**config.mk**
```make
export PLATFORM = sky130hd
export DESIGN_NAME = sum_stream_serializer
export DESIGN_NICKNAME = d
export VERILOG_FILES = /design/src/rtl/sum_stream_serializer.sv
export SDC_FILE = /design/constraint.sdc
export NUM_CORES = 1
export LEC_CHECK = 0
export BUFFER_PORTS_ARGS = -buffer_cell sky130_fd_sc_hd__buf_4
export CAP_MARGIN = 20
export CORE_UTILIZATION = 25
export CTS_CLUSTER_SIZE = 8
export DETAILED_ROUTE_END_ITERATION = 10
export GPL_TIMING_DRIVEN = 0
export HOLD_SLACK_MARGIN = 0.02
export PLACE_DENSITY_LB_ADDON = 0.2
export SETUP_SLACK_MARGIN = 0.02
export SYNTH_ARGS = -nofsm -noshare
export SYNTH_HDL_FRONTEND = slang
export SYNTH_SLANG_ARGS = --single-unit
export TNS_END_PERCENT = 10
```
**constraint.sdc**
```tcl
create_clock -name clk -period 2.83 [get_ports clk]
set_clock_uncertainty 0.15 [all_clocks]
set_input_delay 0.7075 -clock clk [delete_from_list [all_inputs] [get_ports clk]]
set_output_delay 0.7075 -clock clk [all_outputs]
set_load 0.05 [all_outputs]
```
**src/rtl/sum_stream_serializer.sv**
```systemverilog
// Buffers nibble-adder sums in a small FIFO and sends each one as a UART-style
// frame: start bit, data bits LSB first, even parity, stop bit.
module sum_stream_serializer #(
  parameter int DATA_W       = 4,
  parameter int FIFO_DEPTH   = 4,
  parameter int CLKS_PER_BIT = 4
) (
  input  logic                            clk,
  input  logic                            reset,
  input  logic                            in_valid,
  input  logic [DATA_W-1:0]               in_data,
  output logic                            in_ready,
  input  logic                            clear_ovf,
  output logic                            tx,
  output logic                            busy,
  output logic [$clog2(FIFO_DEPTH+1)-1:0] fifo_count,
  output logic                            overflow
);

  localparam int CW = $clog2(FIFO_DEPTH + 1);
  localparam int PW = $clog2(FIFO_DEPTH);
  localparam int TW = (CLKS_PER_BIT > 1) ? $clog2(CLKS_PER_BIT) : 1;
  localparam int BW = (DATA_W > 1) ? $clog2(DATA_W) : 1;

  localparam logic [CW-1:0] FULL  = CW'(FIFO_DEPTH);
  localparam logic [TW-1:0] TLAST = TW'(CLKS_PER_BIT - 1);
  localparam logic [BW-1:0] BLAST = BW'(DATA_W - 1);

  typedef enum logic [2:0] {
    IDLE   = 3'd0,
    START  = 3'd1,
    DATA   = 3'd2,
    PARITY = 3'd3,
    STOP   = 3'd4
  } state_e;

  // ---------------------------------------------------------------- FIFO
  logic [DATA_W-1:0] mem_q [FIFO_DEPTH];
  logic [PW-1:0]     wr_ptr_q, rd_ptr_q;
  logic [CW-1:0]     cnt_q, cnt_d;
  logic              ovf_q, ovf_d;
  logic              push, pop, drop;
  state_e            state_q;

  assign in_ready = (cnt_q != FULL);
  assign push     = in_valid & in_ready;
  // Drop decision uses the registered full state, so a same-cycle pop does not rescue the word.
  assign drop     = in_valid & ~in_ready;
  assign pop      = (state_q == IDLE) & (cnt_q != '0);

  always_comb begin
    cnt_d = cnt_q;
    if (push && !pop)      cnt_d = cnt_q + CW'(1);
    else if (!push && pop) cnt_d = cnt_q - CW'(1);
  end

  always_comb begin
    ovf_d = ovf_q;
    if (clear_ovf) ovf_d = 1'b0;
    if (drop)      ovf_d = 1'b1;
  end

  always_ff @(posedge clk or posedge reset) begin
    if (reset) begin
      for (int i = 0; i < FIFO_DEPTH; i++) mem_q[i] <= '0;
      wr_ptr_q <= '0;
      rd_ptr_q <= '0;
      cnt_q    <= '0;
      ovf_q    <= 1'b0;
    end else begin
      if (push) begin
        mem_q[wr_ptr_q] <= in_data;
        wr_ptr_q        <= wr_ptr_q + PW'(1);
      end
      if (pop) rd_ptr_q <= rd_ptr_q + PW'(1);
      cnt_q <= cnt_d;
      ovf_q <= ovf_d;
    end
  end

  // ---------------------------------------------------------- serializer
  logic [DATA_W-1:0] shift_q;
  logic              par_q;
  logic [TW-1:0]     tick_q;
  logic [BW-1:0]     bit_q;
  logic              tx_q, busy_q;
  logic [DATA_W-1:0] head;

  assign head = mem_q[rd_ptr_q];

  // tx_q is loaded with the next bit on every transition so the line is a clean flop output.
  always_ff @(posedge clk or posedge reset) begin
    if (reset) begin
      state_q <= IDLE;
      shift_q <= '0;
      par_q   <= 1'b0;
      tick_q  <= '0;
      bit_q   <= '0;
      tx_q    <= 1'b1;
      busy_q  <= 1'b0;
    end else begin
      case (state_q)
        IDLE: begin
          tick_q <= '0;
          bit_q  <= '0;
          tx_q   <= 1'b1;
          busy_q <= 1'b0;
          if (pop) begin
            shift_q <= head;
            par_q   <= ^head;
            state_q <= START;
            tx_q    <= 1'b0;
            busy_q  <= 1'b1;
          end
        end
        START: begin
          if (tick_q == TLAST) begin
            tick_q  <= '0;
            state_q <= DATA;
            tx_q    <= shift_q[0];
          end else begin
            tick_q <= tick_q + TW'(1);
          end
        end
        DATA: begin
          if (tick_q == TLAST) begin
            tick_q  <= '0;
            shift_q <= shift_q >> 1;
            if (bit_q == BLAST) begin
              bit_q   <= '0;
              state_q <= PARITY;
              tx_q    <= par_q;
            end else begin
              bit_q <= bit_q + BW'(1);
              tx_q  <= shift_q[1];
            end
          end else begin
            tick_q <= tick_q + TW'(1);
          end
        end
        PARITY: begin
          if (tick_q == TLAST) begin
            tick_q  <= '0;
            state_q <= STOP;
            tx_q    <= 1'b1;
          end else begin
            tick_q <= tick_q + TW'(1);
          end
        end
        STOP: begin
          if (tick_q == TLAST) begin
            tick_q  <= '0;
            state_q <= IDLE;
            tx_q    <= 1'b1;
            busy_q  <= 1'b0;
          end else begin
            tick_q <= tick_q + TW'(1);
          end
        end
        default: begin
          state_q <= IDLE;
          tick_q  <= '0;
          bit_q   <= '0;
          tx_q    <= 1'b1;
          busy_q  <= 1'b0;
        end
      endcase
    end
  end

  assign tx         = tx_q;
  assign busy       = busy_q;
  assign fifo_count = cnt_q;
  assign overflow   = ovf_q;

endmodule

```
* Word-level counts from Yosys, hierarchy flattened
Index checks and enable logic that the tools add are counted.
Widths: inputs -> output; s select.
** Storage, ports and cells
- Flip-flop bits (word level) :: 38
- Output and inout port bits :: 7
- Input port bits :: 8
** Cells by class
- Bitwise operators :: 8
- $lt $le $gt $ge :: 3
- Reductions and logical operators :: 21
- Add/subtract/negate cells :: 6
- Multiplexer cells :: 34
- Eq/ne operators :: 14
** Operator list (number)
- $mux 3 :: 8
- $mux 4 :: 5
- $bwmux 16 :: 1
- $pmux 3 s5 :: 1
- $ne 2x2->1 const B :: 6
- $mux 1 :: 9
- $add 2x1->2 const B :: 4
- $bmux 4 s2 :: 1
- $demux 4 s2 :: 1
- $mux 2 :: 4
- $pmux 4 s2 :: 1
- $eq 3x2->1 const B :: 2
- $ge 3x3->1 const B :: 2
- $not 2->3 :: 2
- $reduce_and 2->1 :: 3
- $reduce_and 3->1 :: 2
- $reduce_and 6->1 :: 1
- $reduce_bool 2->1 :: 3
- $reduce_or 3->1 :: 2
- $eq 2x2->1 const B :: 2
- $pmux 1 s4 :: 1
- $pmux 2 s2 :: 1
- $reduce_or 4->1 :: 1
- $reduce_xor 4->1 :: 1
- 15 further kinds :: 22

* Logic depth before layout (Yosys ltp)
- Depth after elaboration :: 6
- Mapped depth :: 9
- Gate-level depth less buffers :: 8

* Least setup slack after synthesis
Ideal clock, no wire load.
- Path kind :: flip-flop to flip-flop
- From :: register cnt_q[0], in the netlist fifo_count[0]
- To :: register cnt_q[1], in the netlist fifo_count[1]
- Data arrival time :: 2.325 ns
- Setup slack :: 0.230 ns
- Cell stages (with the launch flop) :: 8
- Library setup time :: 0.125 ns
- Path through :: dfrtp_1 > nor3_1 > or4_1 > buf_2 > ha_1 > inv_1 > fa_1 > mux2_2
** Between the ends
- Word-level cells in the longest chain between the ends :: 5
- Elaborated cells between the ends (all ways) :: 13
- Those cells by class :: add/sub: 2; eq/ne: 1; mux: 2; bitwise: 2; reduce/logical: 6
** Ends and longest elaborated chain
- from (decl) :: line 40 : logic [CW-1:0] cnt_q, cnt_d;
- from (signal assigned) :: line 76 : cnt_q <= cnt_d;
- branches (longest 4 deep; another with $sub 3x1->3)
- $mux 3 * :: line 53 : if (push && !pop) cnt_d = cnt_q + CW'(1);
- via cnt_d[1] :: line 40
Mark *: on every way through the listed nets, which the timed path passes. The select of a mux whose other input is x is not followed.
A chain may end at the register's enable or synchronous reset.

* Worst setup path after layout
- From :: register cnt_q[0], in the netlist fifo_count[0]
- To :: register cnt_q[2], in the netlist fifo_count[2]
** Between the ends
- Word-level cells in the longest chain between the ends :: 5
- Elaborated cells between the ends (all ways) :: 13
- Those cells by class :: add/sub: 2; eq/ne: 1; mux: 2; bitwise: 2; reduce/logical: 6
** Ends and longest elaborated chain
- branches (longest 5 deep; another with $sub 3x1->3)
Parallel ways; which one is timed is not known. The select of a mux whose other input is x is not followed.

==> metrics.txt <==
status finished clean; Crit path arrival time 2.63 ns; synthesized area 0.00184 mm²; final hold vios 0; DRC viols 0; critical path's top delay family simple AND/OR/NAND/NOR gates; crit path max-delay cell type dfrtp_1; cts repair resizes 0; Tot GR Track Use 0.0990; die height 87.8 µm; Starting Density 0.265; Synth Area per Inst 12.0 µm²; launching element type of the critical path flip-flop; Rows 30; FF+latch count, synth 38; Power Total 2.77 mW; DR pass1 iterations 4; Worst EP required 2.90 ns; slack of the critical path 0.264 ns; Syn Inst Count 153; DP Worst Slack 0.243 ns; RSZ-0062 raised after global routing false; MaxCap Viol Count 0; flop2flop setup slack 0.26 ns; Worst Path Max Fanout 9; max-slew violation count 0; Max Buffers Root-to-Sink 2; CTS tree yes; worst hold margin 0.291 ns; CTS buffer count 5; dominant register cell in the synthesized netlist dfrtp_1; Antenna Cells 0; final period utilization 0.907; post-synth top area cell dfrtp_1; routability congestion estimate from global placement 0.736; CP Cell Sequence nor3_1 -> or4_1 -> buf_2 -> ha_1 -> inv_1 -> fa_1 -> xor2_1 -> nor2_1 -> xor2_1; Area Growth Syn to Fin 18.4%; actual slew at the worst max-slew pin 0.799 ns; Hold Crit Class reg -> reg; nature of the critical path endpoint flip-flop; Syn. warnings 0; clock sink count 38; area of the multi-input gates 811 µm²; DIE AREA 0.00771 mm²; Peak VDD IR 0.000339 V; Clock transition at path regs 0.07 ns; Synth area leaders dfrtp_1 (50%), mux2_2 (11%), mux4_2 (4.9%), ha_1 (4.8%), nor2_1 (3.1%); # Post-CTS Setup Buffers 0; Port Buffers 14; max frequency 390 MHz; async set-or-reset flop fraction in the synthesized netlist 1.00; Rel. slew slack 0.467; dpl hpwl 2300 µm; total wire length 3190 µm; top post-synthesis cells by count dfrtp_1 (37), mux2_2 (18), nor2_1 (15), inv_1 (11), nand2_1 (9); worst path bufs/invs 2; DRT iter0 DRCs 53; hold buffers post-CTS 0; Clock Latency Late Sink 0.29 ns; largest net degree at the start of global routing 39; initial antenna violation count 0; Vias/cell 4.30; final setup vio count 0; Setup Crit Path Kind reg -> reg; most frequent cell after synthesis dfrtp_1; Yosys top cell area share 0.503; post-synth net total 169; Die X 87.8 µm; synth unique cells 32; via total after detailed routing 1162; htree depth 2; nets 190; Cell Pwr Density 1270 mW/mm²; grt total ovfl 0; core area 0.00694 mm²; Reg area 952 µm²; first-pass GRT wire length 5660 µm; EDFF count, synth 0; Top cell by count, worst path xor2_1; ANT nets after route 0; fill cell count 719; share of cells above drive strength 1 0.293; Setup TNS Final 0 ns; # IOs 15; Seq/Total Area, Yosys 0.517; Lkg Pwr 0.946 nW; root buf cell clkbuf_8; CP peak stage delay 0.46 ns; vias in the first global route 1135; Tmin final 2.57 ns; WL/cell 11.8 µm
## per-layer routing
metal	part of all wire	GRT usage
met2	0.43	0.143
met4	0.021	0.0492
met3	0.034	0.0311
met1	0.51	0.133
met5	0	0
## path summary, 6_finish.rpt
path / startpoint / end / depth (start not counted)
setup / recovery: fifo_count[0] / fifo_count[2] / 9
hold / removal: tick_q[0] / tick_q[0] / 1
setup reg to reg: fifo_count[0] / fifo_count[2] / 9
hold reg to reg: tick_q[0] / tick_q[0] / 1
max in group asynchronous: reset / rd_ptr_q[0] / 2
min in group asynchronous: reset / state_q[2] / 2
## cell type report
class / count / share of cell area
tap: 96 / 0.0551
timing repair buffer: 14 / 0.0482
clock buffer: 6 / 0.0379
multi-input combinational: 97 / 0.372
sequential: 38 / 0.437
buffer: 7 / 0.0167
clock inverter: 1 / 0.0138
inverter: 11 / 0.0190
## worst reg2reg max path: stages (launching register included)
cell	delay (ns)
dfrtp_1	0.46
nor3_1	0.45
or4_1	0.18
buf_2	0.21
ha_1	0.21
inv_1	0.06
fa_1	0.37
xor2_1	0.17
nor2_1	0.11
xor2_1	0.14
## where the power goes
group	switching (mW)	internal, mW	leakage (nW)	total, mW
Combinational	0.677	0.635	0.435	1.31
Clock	0.184	0.282	0.0573	0.466
Sequential	0.173	0.819	0.454	0.993
Total	1.03	1.74	0.946	2.77
## cells in the final DEF, fill, tap and decap left out, types with 5 or more instances in the layout
master	instances
buf_4	14
xor2_1	5
inv_1	10
dfrtp_1	37
clkbuf_8	6
ha_1	7
mux2_2	18
nand2_1	9
nor2_1	15
## state kept, by name (all words and copies together), names as in the netlist
| name | count |
|---|---|
| rd_ptr_q | 2 |
| par_q | 1 |
| fifo_count | 3 |
| bit_q | 2 |
| overflow | 1 |
| state_q | 3 |
| mem_q | 16 |
| wr_ptr_q | 2 |
| tick_q | 2 |
| tx | 1 |
| shift_q | 4 |
| busy | 1 |
## logic make-up after synthesis
| kind of cell | count (synthesis) | synth area share |
|---|---|---|
| flops | 38 | 0.517 |
| simple gates | 35 | 0.0870 |
| mux | 22 | 0.159 |
| compound gates | 21 | 0.0755 |
| buf+inv | 18 | 0.0421 |
| xor+xnor | 11 | 0.0605 |
| fa+ha+maj | 8 | 0.0585 |
## through the flow
step	cells	util	area, µm²
after floorplan	153	-	1840
after global placement	263	0.297	2070
after detailed placement	263	0.297	2070
after CTS	270	0.314	2180
after global routing	270	0.314	2180
final	270	0.314	2180
No activity file was read; power rests on OpenSTA's default activity.
